===== src/rtl/timer_pkg.sv =====
// timer_pkg: shared definitions for the MMIO timer bank.
//   - register offsets within a channel's 8-word window
//   - CTRL / STAT bit positions
//   - ctrl_t: CTRL register image, laid out exactly as it reads on the bus
//   - stat_t: sticky flag set, laid out as the low bits of STAT
//   - ctrl_from_word: turns a bus write into a legal CTRL image
// The capture feature is compiled in only when TIMER_CAPTURE_EN is defined.
package timer_pkg;

  localparam logic [2:0] REG_CTRL = 3'd0;
  localparam logic [2:0] REG_CNT  = 3'd1;
  localparam logic [2:0] REG_CMP  = 3'd2;
  localparam logic [2:0] REG_STAT = 3'd3;
  localparam logic [2:0] REG_CAP  = 3'd4;

  localparam int CTRL_EN_BIT     = 0;
  localparam int CTRL_AR_BIT     = 1;
  localparam int CTRL_OVF_IE_BIT = 2;
  localparam int CTRL_CMP_IE_BIT = 3;
  localparam int CTRL_CAP_IE_BIT = 4;
  localparam int CTRL_PRESC_LSB  = 8;
  localparam int PRESC_MAX_W     = 24;

  localparam int STAT_OVF_BIT   = 0;
  localparam int STAT_MATCH_BIT = 1;
  localparam int STAT_CAP_BIT   = 2;

  typedef struct packed {
    logic [PRESC_MAX_W-1:0] presc;
    logic [2:0]             rsvd;
    logic                   cap_ie;
    logic                   cmp_ie;
    logic                   ovf_ie;
    logic                   auto_reload;
    logic                   en;
  } ctrl_t;

  typedef struct packed {
    logic cap;
    logic match;
    logic ovf;
  } stat_t;

  // Reserved bits, prescaler bits beyond the configured width and, when
  // capture is not built, CAP_IE are forced to zero so they read back as 0.
  function automatic ctrl_t ctrl_from_word(logic [31:0] word, int presc_w, bit cap_en);
    ctrl_t c;
    c      = ctrl_t'(word);
    c.rsvd = '0;
    for (int b = 0; b < PRESC_MAX_W; b++) begin
      if (b >= presc_w) c.presc[b] = 1'b0;
    end
    if (!cap_en) c.cap_ie = 1'b0;
    return c;
  endfunction

endpackage


===== src/rtl/timer_channel.sv =====
// timer_channel: one timer/counter channel of mmio_timer_bank.
// Holds CTRL, CNT, CMP, STAT and CAP plus the prescaler for one channel.
// Ports:
//   clk, Rst_n            clock, asynchronous active-low reset
//   wr_ctrl/cnt/cmp/stat  decoded one-cycle write strobes for this channel
//   wdata                 bus write data
//   cnt_zero              synchronous counter clear
//   cap_in                capture strobe (used only with TIMER_CAPTURE_EN)
//   ctrl, cnt, cmp, cap   register contents for the read mux
//   stat                  sticky flags
//   irq_req               this channel's enabled-flag request (unregistered)
// TIMER_CAPTURE_EN: when defined, a rising cap_in latches CNT into CAP and
// sets STAT.CAP; otherwise CAP and STAT.CAP are constant zero.
module timer_channel
  import timer_pkg::*;
#(
  parameter int CNT_W   = 32,
  parameter int PRESC_W = 8
) (
  input  logic             clk,
  input  logic             Rst_n,
  input  logic             wr_ctrl,
  input  logic             wr_cnt,
  input  logic             wr_cmp,
  input  logic             wr_stat,
  input  logic [31:0]      wdata,
  input  logic             cnt_zero,
  input  logic             cap_in,
  output ctrl_t            ctrl,
  output logic [CNT_W-1:0] cnt,
  output logic [CNT_W-1:0] cmp,
  output logic [CNT_W-1:0] cap,
  output stat_t            stat,
  output logic             irq_req
);

`ifdef TIMER_CAPTURE_EN
  localparam bit CAP_EN = 1'b1;
`else
  localparam bit CAP_EN = 1'b0;
`endif
  localparam logic [CNT_W-1:0]   CNT_ONES = '1;
  localparam logic [CNT_W-1:0]   CNT_ONE  = CNT_W'(1);
  localparam logic [PRESC_W-1:0] PCNT_ONE = PRESC_W'(1);

  logic [PRESC_W-1:0] pcnt;
  logic               tick;
  logic               ovf_set;
  logic               match_set;
  logic               ovf_q;
  logic               match_q;
  logic               cap_q;

  assign tick      = ctrl.en && (pcnt == ctrl.presc[PRESC_W-1:0]);
  assign ovf_set   = tick && (cnt == CNT_ONES);
  assign match_set = tick && (cnt == cmp);

  always_ff @(posedge clk or negedge Rst_n) begin
    if (!Rst_n) begin
      ctrl <= '0;
      cmp  <= '0;
    end else begin
      if (wr_ctrl) ctrl <= ctrl_from_word(wdata, PRESC_W, CAP_EN);
      if (wr_cmp)  cmp  <= wdata[CNT_W-1:0];
    end
  end

  // Prescaler restarts on any CTRL write or hardware clear so a new
  // configuration always begins a full (PRESC+1)-cycle interval.
  always_ff @(posedge clk or negedge Rst_n) begin
    if (!Rst_n) begin
      pcnt <= '0;
    end else if (cnt_zero || wr_ctrl || !ctrl.en || tick) begin
      pcnt <= '0;
    end else begin
      pcnt <= pcnt + PCNT_ONE;
    end
  end

  // Auto-reload returns to 0 on the matching tick; plain counting wraps.
  always_ff @(posedge clk or negedge Rst_n) begin
    if (!Rst_n) begin
      cnt <= '0;
    end else if (cnt_zero) begin
      cnt <= '0;
    end else if (wr_cnt) begin
      cnt <= wdata[CNT_W-1:0];
    end else if (tick) begin
      if (ctrl.auto_reload && match_set) cnt <= '0;
      else                               cnt <= cnt + CNT_ONE;
    end
  end

  // W1C: a hardware set in the same cycle overrides the clear.
  always_ff @(posedge clk or negedge Rst_n) begin
    if (!Rst_n) begin
      ovf_q   <= 1'b0;
      match_q <= 1'b0;
    end else begin
      ovf_q   <= (ovf_q   && !(wr_stat && wdata[STAT_OVF_BIT]))   || ovf_set;
      match_q <= (match_q && !(wr_stat && wdata[STAT_MATCH_BIT])) || match_set;
    end
  end

`ifdef TIMER_CAPTURE_EN
  logic cap_in_d;
  logic cap_edge;

  assign cap_edge = cap_in && !cap_in_d;

  // cap is sampled before this cycle's tick, so a coincident edge captures
  // the pre-increment count.
  always_ff @(posedge clk or negedge Rst_n) begin
    if (!Rst_n) begin
      cap_in_d <= 1'b0;
      cap      <= '0;
      cap_q    <= 1'b0;
    end else begin
      cap_in_d <= cap_in;
      if (cap_edge) cap <= cnt;
      cap_q <= (cap_q && !(wr_stat && wdata[STAT_CAP_BIT])) || cap_edge;
    end
  end
`else
  logic unused_cap_in;
  assign unused_cap_in = cap_in;
  assign cap           = '0;
  assign cap_q         = 1'b0;
`endif

  assign stat    = {cap_q, match_q, ovf_q};
  assign irq_req = (ovf_q & ctrl.ovf_ie) | (match_q & ctrl.cmp_ie) | (cap_q & ctrl.cap_ie);

endmodule


===== src/rtl/mmio_timer_bank.sv =====
// mmio_timer_bank: multi-channel MMIO timer/counter bank.
// Each channel has a prescaler, CNT_W-bit up-counter, compare with optional
// auto-reload and sticky OVF/MATCH(/CAP) flags; one level interrupt line.
// Ports:
//   clk, Rst_n   clock, asynchronous active-low reset
//   wr_en, rd_en one-cycle bus strobes
//   addr         word address: [2:0] register, upper bits channel
//   wdata        write data
//   rdata        registered read data, valid while rd_valid is high
//   rd_valid     high the cycle after rd_en
//   cnt_zero     per-channel synchronous counter clear
//   cap_in       per-channel capture strobes
//   irq          registered OR of all enabled channel flags
// TIMER_CAPTURE_EN: define to build the capture register and STAT.CAP.
module mmio_timer_bank
  import timer_pkg::*;
#(
  parameter int NUM_CH  = 4,
  parameter int CNT_W   = 32,
  parameter int PRESC_W = 8
) (
  input  logic                       clk,
  input  logic                       Rst_n,
  input  logic                       wr_en,
  input  logic                       rd_en,
  input  logic [$clog2(NUM_CH)+2:0]  addr,
  input  logic [31:0]                wdata,
  output logic [31:0]                rdata,
  output logic                       rd_valid,
  input  logic [NUM_CH-1:0]          cnt_zero,
  input  logic [NUM_CH-1:0]          cap_in,
  output logic                       irq
);

  logic [2:0]       reg_sel;
  logic [31:0]      ch_idx;
  logic [31:0]      rd_word;
  logic [NUM_CH-1:0] ch_irq;

  ctrl_t            ch_ctrl [NUM_CH];
  stat_t            ch_stat [NUM_CH];
  logic [CNT_W-1:0] ch_cnt  [NUM_CH];
  logic [CNT_W-1:0] ch_cmp  [NUM_CH];
  logic [CNT_W-1:0] ch_cap  [NUM_CH];

  // Channel numbers at or above NUM_CH match no generate instance, so such
  // writes are dropped and reads fall through to zero.
  assign reg_sel = addr[2:0];
  assign ch_idx  = 32'(addr) >> 3;

  for (genvar i = 0; i < NUM_CH; i++) begin : g_ch
    logic ch_wr;
    assign ch_wr = wr_en && (ch_idx == 32'(i));

    timer_channel #(
      .CNT_W   (CNT_W),
      .PRESC_W (PRESC_W)
    ) u_channel (
      .clk      (clk),
      .Rst_n    (Rst_n),
      .wr_ctrl  (ch_wr && (reg_sel == REG_CTRL)),
      .wr_cnt   (ch_wr && (reg_sel == REG_CNT)),
      .wr_cmp   (ch_wr && (reg_sel == REG_CMP)),
      .wr_stat  (ch_wr && (reg_sel == REG_STAT)),
      .wdata    (wdata),
      .cnt_zero (cnt_zero[i]),
      .cap_in   (cap_in[i]),
      .ctrl     (ch_ctrl[i]),
      .cnt      (ch_cnt[i]),
      .cmp      (ch_cmp[i]),
      .cap      (ch_cap[i]),
      .stat     (ch_stat[i]),
      .irq_req  (ch_irq[i])
    );
  end

  // Read mux sees pre-write register state, giving read-before-write
  // ordering when a read and write hit the same register together.
  always_comb begin
    rd_word = '0;
    for (int i = 0; i < NUM_CH; i++) begin
      if (ch_idx == 32'(i)) begin
        case (reg_sel)
          REG_CTRL: rd_word = ch_ctrl[i];
          REG_CNT:  rd_word = 32'(ch_cnt[i]);
          REG_CMP:  rd_word = 32'(ch_cmp[i]);
          REG_STAT: rd_word = {29'd0, ch_stat[i]};
          REG_CAP:  rd_word = 32'(ch_cap[i]);
          default:  rd_word = '0;
        endcase
      end
    end
  end

  always_ff @(posedge clk or negedge Rst_n) begin
    if (!Rst_n) begin
      rdata    <= '0;
      rd_valid <= 1'b0;
      irq      <= 1'b0;
    end else begin
      if (rd_en) rdata <= rd_word;
      rd_valid <= rd_en;
      irq      <= |ch_irq;
    end
  end

endmodule


===== config.mk =====
export PLATFORM = sky130hd
export DESIGN_NAME = mmio_timer_bank
export DESIGN_NICKNAME = d
export VERILOG_FILES = /design/src/rtl/timer_pkg.sv /design/src/rtl/timer_channel.sv /design/src/rtl/mmio_timer_bank.sv
export SDC_FILE = /design/constraint.sdc
export NUM_CORES = 1
export LEC_CHECK = 0
export BUFFER_PORTS_ARGS = -buffer_cell sky130_fd_sc_hd__buf_2
export CAP_MARGIN = 10
export CORE_MARGIN = 2
export CORE_UTILIZATION = 40
export DETAILED_ROUTE_END_ITERATION = 8
export GPL_TIMING_DRIVEN = 0
export MAX_ROUTING_LAYER = met4
export PLACE_DENSITY = 0.65
export SLEW_MARGIN = 20
export SYNTH_ARGS = -nofsm -noshare
export SYNTH_HDL_FRONTEND = slang
export SYNTH_HIERARCHICAL = 1
export SYNTH_SLANG_ARGS = --single-unit

===== constraint.sdc =====
create_clock -name clk -period 2.1 [get_ports clk]
set_clock_uncertainty 0.1 [all_clocks]
set_input_delay 0.315 -clock clk [delete_from_list [all_inputs] [get_ports clk]]
set_output_delay 0.315 -clock clk [all_outputs]
set_load 0.02 [all_outputs]

; ---- Yosys cells after proc, flatten, opt, wreduce, memory -nomap -nowiden
; Cells that the tools add are included.
[word_totals]
regBits = 378
latch_bits = 0
ramBits = 0
romBits = 0
input_bits = 49
output_inout_bits = 34
n_memories = 0
[op_classes]
n_addsub = 8
n_mul = 0
n_div = 0
order_cmp = 0
eq_ne = 18
shifts = 0
n_mux = 28
bitwise = 12
n_reduce_logical = 91
[ops]
columns = operator, count
row1 = 32-bit two-way mux, 20
row2 = 32-bit case mux with 4 select lines, 4
row3 = "32-bit by 1-bit adder with 32-bit output, second input constant", 4
row4 = 32-bit equality test, 4
row5 = "32-bit equality test, second input constant", 4
row6 = 1-bit logical AND, 52
row7 = "8-bit by 1-bit adder with 8-bit output, second input constant", 4
row8 = 8-bit equality test, 4
row9 = 32-bit logical NOT, 1
row10 = 8-bit two-way mux, 4
row11 = 1-bit logical OR, 20
row12 = 1-bit logical NOT, 12
row13 = 3-bit nonzero test, 4
row14 = 1-bit bitwise AND, 8
row15 = "3-bit by 2-bit equality test with 1-bit output, second input constant", 2
row16 = "2-bit equality test, second input constant", 2
row17 = 1-bit OR, 4
row18 = 4-bit OR reduction, 1
row19 = "3-bit by 1-bit equality test with 1-bit output, second input constant", 1
row20 = 3-bit logical NOT, 1
row21 = "2-bit by 1-bit equality test with 1-bit output, second input constant", 1

; ---- Longest topological paths before layout
[logic_depth]
depth_word = 8
depth_mapped = 13
mapped_depth_nobuf = 9

; ---- Modules after synthesis
; Netlist, hierarchy kept.
[modules_own_cells]
columns = module, n_inst, cells_each, area_each_um2, seq_area_each_um2
row1 = timer_channel, 4, 542, 5210.0, 2152.1
row2 = mmio_timer_bank, 1, 827, 6222.2, 850.8

; ---- Worst setup path before layout
; No wires, ideal clock.
[synth_timing]
kind = input to register
start = input addr[2]
end = register g_ch[2].u_channel.cnt[24]
setup_time_ns = 0.095
arrival_time_ns = 2.399
slack_ns = -0.494
stages = 13
n_path_buf = 6
cell_sequence = buf_6 > buf_6 > inv_1 > buf_2 > buf_1 > nand2_1 > nor2_1 > inv_1 > clkbuf_1 > nor2_1 > clkbuf_1 > a32oi_1 > o31ai_1
[synth_between]
elab_chain_cells = 4
word_cells_on_any_way = 5
classes_between = eq/ne (1) / mux (2) / reduce/logical (2)
[synth_rtl]
columns = item, line
row1 = start: declaration, mmio_timer_bank.sv:26  ; input logic [$clog2(NUM_CH)+2:0] addr,
row2 = 3-bit by 1-bit equality test with 1-bit output (*), mmio_timer_bank.sv:62  ; .wr_cnt (ch_wr && (reg_sel == REG_CNT)),
row3 = 1-bit logical AND (*), mmio_timer_bank.sv:62
row4 = 32-bit two-way mux, timer_channel.sv:86  ; end else if (wr_cnt) begin
row5 = 32-bit two-way mux, timer_channel.sv:84  ; end else if (cnt_zero) begin
row6 = end signal: assignment, timer_channel.sv:87  ; cnt <= wdata[CNT_W-1:0];
row7 = end signal: assignment, timer_channel.sv:90  ; else cnt <= cnt + CNT_ONE;
row8 = end: declaration, timer_channel.sv:30  ; output logic [CNT_W-1:0] cnt,
; Every way passes the cells marked *; elsewhere a longest branch is shown, timed or not.
; A chain may end at the register's enable or synchronous reset.

; ---- Worst setup path in the final report
[layout_timing]
start = register g_ch[3].u_channel.cnt[6]
end = register g_ch[3].u_channel.cnt[24]
[layout_between]
elab_chain_cells = 7
word_cells_on_any_way = 8
classes_between = add/sub (1) / eq/ne (1) / mux (4) / reduce/logical (2)
[layout_rtl]
columns = item, line
row1 = start: declaration, timer_channel.sv:30
row2 = start signal: assignment, timer_channel.sv:87
row3 = start signal: assignment, timer_channel.sv:90
row4 = branches (longest 3 deep; another with 32-bit by 1-bit adder with 32-bit output), --
row5 = 32-bit two-way mux (*), timer_channel.sv:89  ; if (ctrl.auto_reload && match_set) cnt <= '0;
row6 = 32-bit two-way mux (*), timer_channel.sv:88  ; end else if (tick) begin
row7 = 32-bit two-way mux (*), timer_channel.sv:86
row8 = 32-bit two-way mux (*), timer_channel.sv:84
; Mark *: on every way between the ends. The select of a mux whose other input is x is not followed.

==> run metrics <==
status complete, but fails checks; failing checks negative setup slack; ANT nets after route 0; Max Buffers Root-to-Sink 3; wire per inst 31.0 µm; Iteration-0 DRC Markers between 4000 and 5000; Pwr per Cell Area a little under 700 nW/µm²; detailed placement HPWL roughly 95000 µm; Setup crit end kind flop; Psw about 8.2 mW; # port buffers 77; Synth Flop Type dfrtp_1; GR peak layer met2; Clock Power Share 0.364; total congestion overflow 0; vias in the first global route 26200; hold crit path type input port to asynchronous set/reset pin; Reg2Reg Depth 9; Critical Path RT roughly 2.5 ns; Area growth syn-to-layout 34.4%; clock sinks roughly 380; cell with the most instances after synthesis dfrtp_1; startpoint class of the critical path flop; Int Pwr about 16 mW; Ys Warns 6; Final Cycle Share 1.18; Filler Cells Inserted 6022; Root Buffer Master clkbuf_16; largest net degree at the start of global routing between 80 and 90; setup slack, reg-to-reg -0.37 ns; Die ar. 69800 µm²; Die W 264 µm; RD Place Congestion between 1 and 1.5; M3 GR Usage 0.105; initial core utilization 0.404; DRC viols 0; register share of total power 0.381; Post-Syn Area 27100 µm²; Critical Path AT 2.86 ns; die span in y between 200 and 300 µm; Yosys top cell area share 0.350; Setup Viol. Count Final roughly 140; area of the multi-input gates around 17000 µm²; H-tree depth 2; Worst Path Class, Setup flop to flop; Max Fclk 405 MHz; worst reg2reg path endpoint g_ch[3].u_channel/cnt[24]; Least-Margin Pin Slew 0.969 ns; Initial DRT Pass Iterations 8; Vias/cell about 6.3; total power roughly 25 mW; CTS buffer count 49; initial antenna violation count 21; ys async rst share 1.00; CTS tree built; Clock Latency Late Sink just over 0.6 ns; Core Area around 67000 µm²; Final Util 0.542; ratio of cells with drive above 1 in the final layout 0.404; Comb power frac 0.255; Sw Share 0.334; mean post-synth cell area 9.04 µm²; site row count 95; Global Route Usage Sum 0.402; slew margin rel. 0.354; launch point of the worst reg-to-reg path g_ch[3].u_channel/cnt[6]; area leader, netlist dfrtp_1; Reg clk slew, reported paths around 0.060 ns; register area 9590 µm²; Final Hold Vio Count 0; Post-Synthesis Cells approximately 3000; sequential share of the synthesized area 0.350; setup ws final -0.371 ns; Unique masters post-synth about 80; met2 Use GR 0.561; via count between 20000 and 30000; Synth Register Bits 378; crit path max fanout 5; Post-synth EDFFs 0; IO Pins between 80 and 90; first-pass GRT wire length ~200000 µm; met1 Usage GRT 0.519; Final Slew Violations 0; unrepaired setup endpoints after global routing true; P_leak roughly 15 nW; WL final approximately 140000 µm; Synth top cells by count dfrtp_1 (378), buf_4 (236), mux2_2 (211), nand2_1 (204), xnor2_1 (176); Peak VDD IR roughly 600 µV; # Max-Cap Violations 0; nets@finish about 3700; crit path time final around 2.5 ns; Area contributors post-synth dfrtp_1 (35%), mux2_2 (8.8%), buf_4 (6.5%); pre-CTS WS -1.27 ns
## layer usage
layer | share of wire | routed length (µm)
met4 | 0.078 | 11000
met1 | 0.39 | 54900
met2 | 0.41 | 58000
met5 | 0 | 0
met3 | 0.12 | 17400
## per-stage QoR
step / cell area, µm² / setup TNS, ns / hold WS [ns] / instances
global route: 36400 / -34.33 / 0.0586 / 4546
finish: 36400 / -30.96 / 0.0323 / 4551
CTS: 34700 / -19.86 / 0.0260 / 4444
detailed placement: 29800 / -372.92 / 0.0691 / 4158
global placement: 29700 / -3198.20 / 0.387 / 4153
floorplan: 28200 / -0.422 / -0.0806 / 3203
## layout make-up
| type | instances | share of cell area |
|---|---|---|
| Sequential cell | 378 | 0.264 |
| Multi-Input combinational cell | 2306 | 0.474 |
| Clock inverter | 12 | 0.00520 |
| Buffer | 427 | 0.0921 |
| Tap cell | 873 | 0.0300 |
| Clock buffer | 75 | 0.0406 |
| Inverter | 68 | 0.00719 |
| Antenna cell | 24 | 0.00165 |
| Timing Repair Buffer | 388 | 0.0851 |
## state kept, by name, summed over array words and instances (netlist names)
register                count
g_ch.u_channel/pcnt        32
g_ch.u_channel/ctrl        48
rd_valid                    1
g_ch.u_channel/match_q      4
g_ch.u_channel/cnt        128
rdata                      32
g_ch.u_channel/cmp        128
g_ch.u_channel/ovf_q        4
irq                         1
## kinds of logic after synthesis
logic type                 Yosys count  synth area share
xor gates and xnor gates           184            0.0595
and+or+nand+nor                    831             0.164
other                                4          0.000555
DFF                                378             0.350
adders and majority gates            8           0.00370
muxes                              288             0.116
AOI/OAI and AO/OA                  783             0.194
buffers and inverters              519             0.112
## power groups by stage
| stage | clock (mW) | combinational [mW] | sequential, mW |
|---|---|---|---|
| finish | 8.93 | 6.26 | 9.34 |
| global route | 9.23 | 6.46 | 9.41 |
| CTS | 8.94 | 5.66 | 9.27 |
| detailed placement | 0 | 4.95 | 9.36 |
| global placement | 0 | 4.89 | 9.34 |
| floorplan | 0 | 3.14 | 8.98 |
## critical path, stage by stage, from the launching register on
cell	delay, ns
dfrtp_2	0.47
xnor2_2	0.20
nand4_1	0.25
nor4_4	0.38
nand4_1	0.19
buf_6	0.19
buf_6	0.11
buf_6	0.13
a32oi_2	0.19
o31ai_1	0.11
## cells in the final DEF (no fill, tap or decap), types with 60 or more instances in the layout
master	Yosys	routed
inv_1	66	64
a31oi_1	66	60
a21oi_1	157	108
dfrtp_2	0	107
o21ai_0	170	113
conb_1	4	212
nand4_1	98	98
buf_4	236	503
a22oi_1	77	73
nand2_1	204	196
nor3_1	68	63
nor2_1	125	107
buf_2	53	107
mux2_2	211	211
buf_6	17	78
xnor2_1	176	126
mux2i_1	77	75
nand3_1	92	78
dfrtp_1	378	271
## repair_timing
item / 4_1_cts / 5_1_grt
buffers inserted: 201 / 99
resized for setup: 453 / 268
pin swaps: 162 / 152
cloned: 12 / 1
hold buffers: 6 / 0
hold endpoints to repair: 187 / 0
endpoints found under the setup margin: 366 / 330
## worst max path at each step
stage | startpoint | endpoint | slack, ns | depth (start not counted)
final | g_ch[3].u_channel/cnt[6] | g_ch[3].u_channel/cnt[24] | -0.37 | 9
after global routing | g_ch[0].u_channel/cnt[20] | g_ch[0].u_channel/cnt[10] | -0.39 | 9
after CTS | g_ch[2].u_channel/cmp[29] | g_ch[2].u_channel/cnt[22] | -0.26 | 8
after detailed placement | addr[1] | g_ch[2].u_channel/pcnt[3] | -1.27 | 10
after floorplan | g_ch[2].u_channel/cnt[7] | g_ch[2].u_channel/cnt[25] | -0.11 | 7
after global placement | Rst_n | g_ch[0].u_channel/cnt[12] | -7.47 | 1
Note: power is estimated with default switching activity, not from simulation.
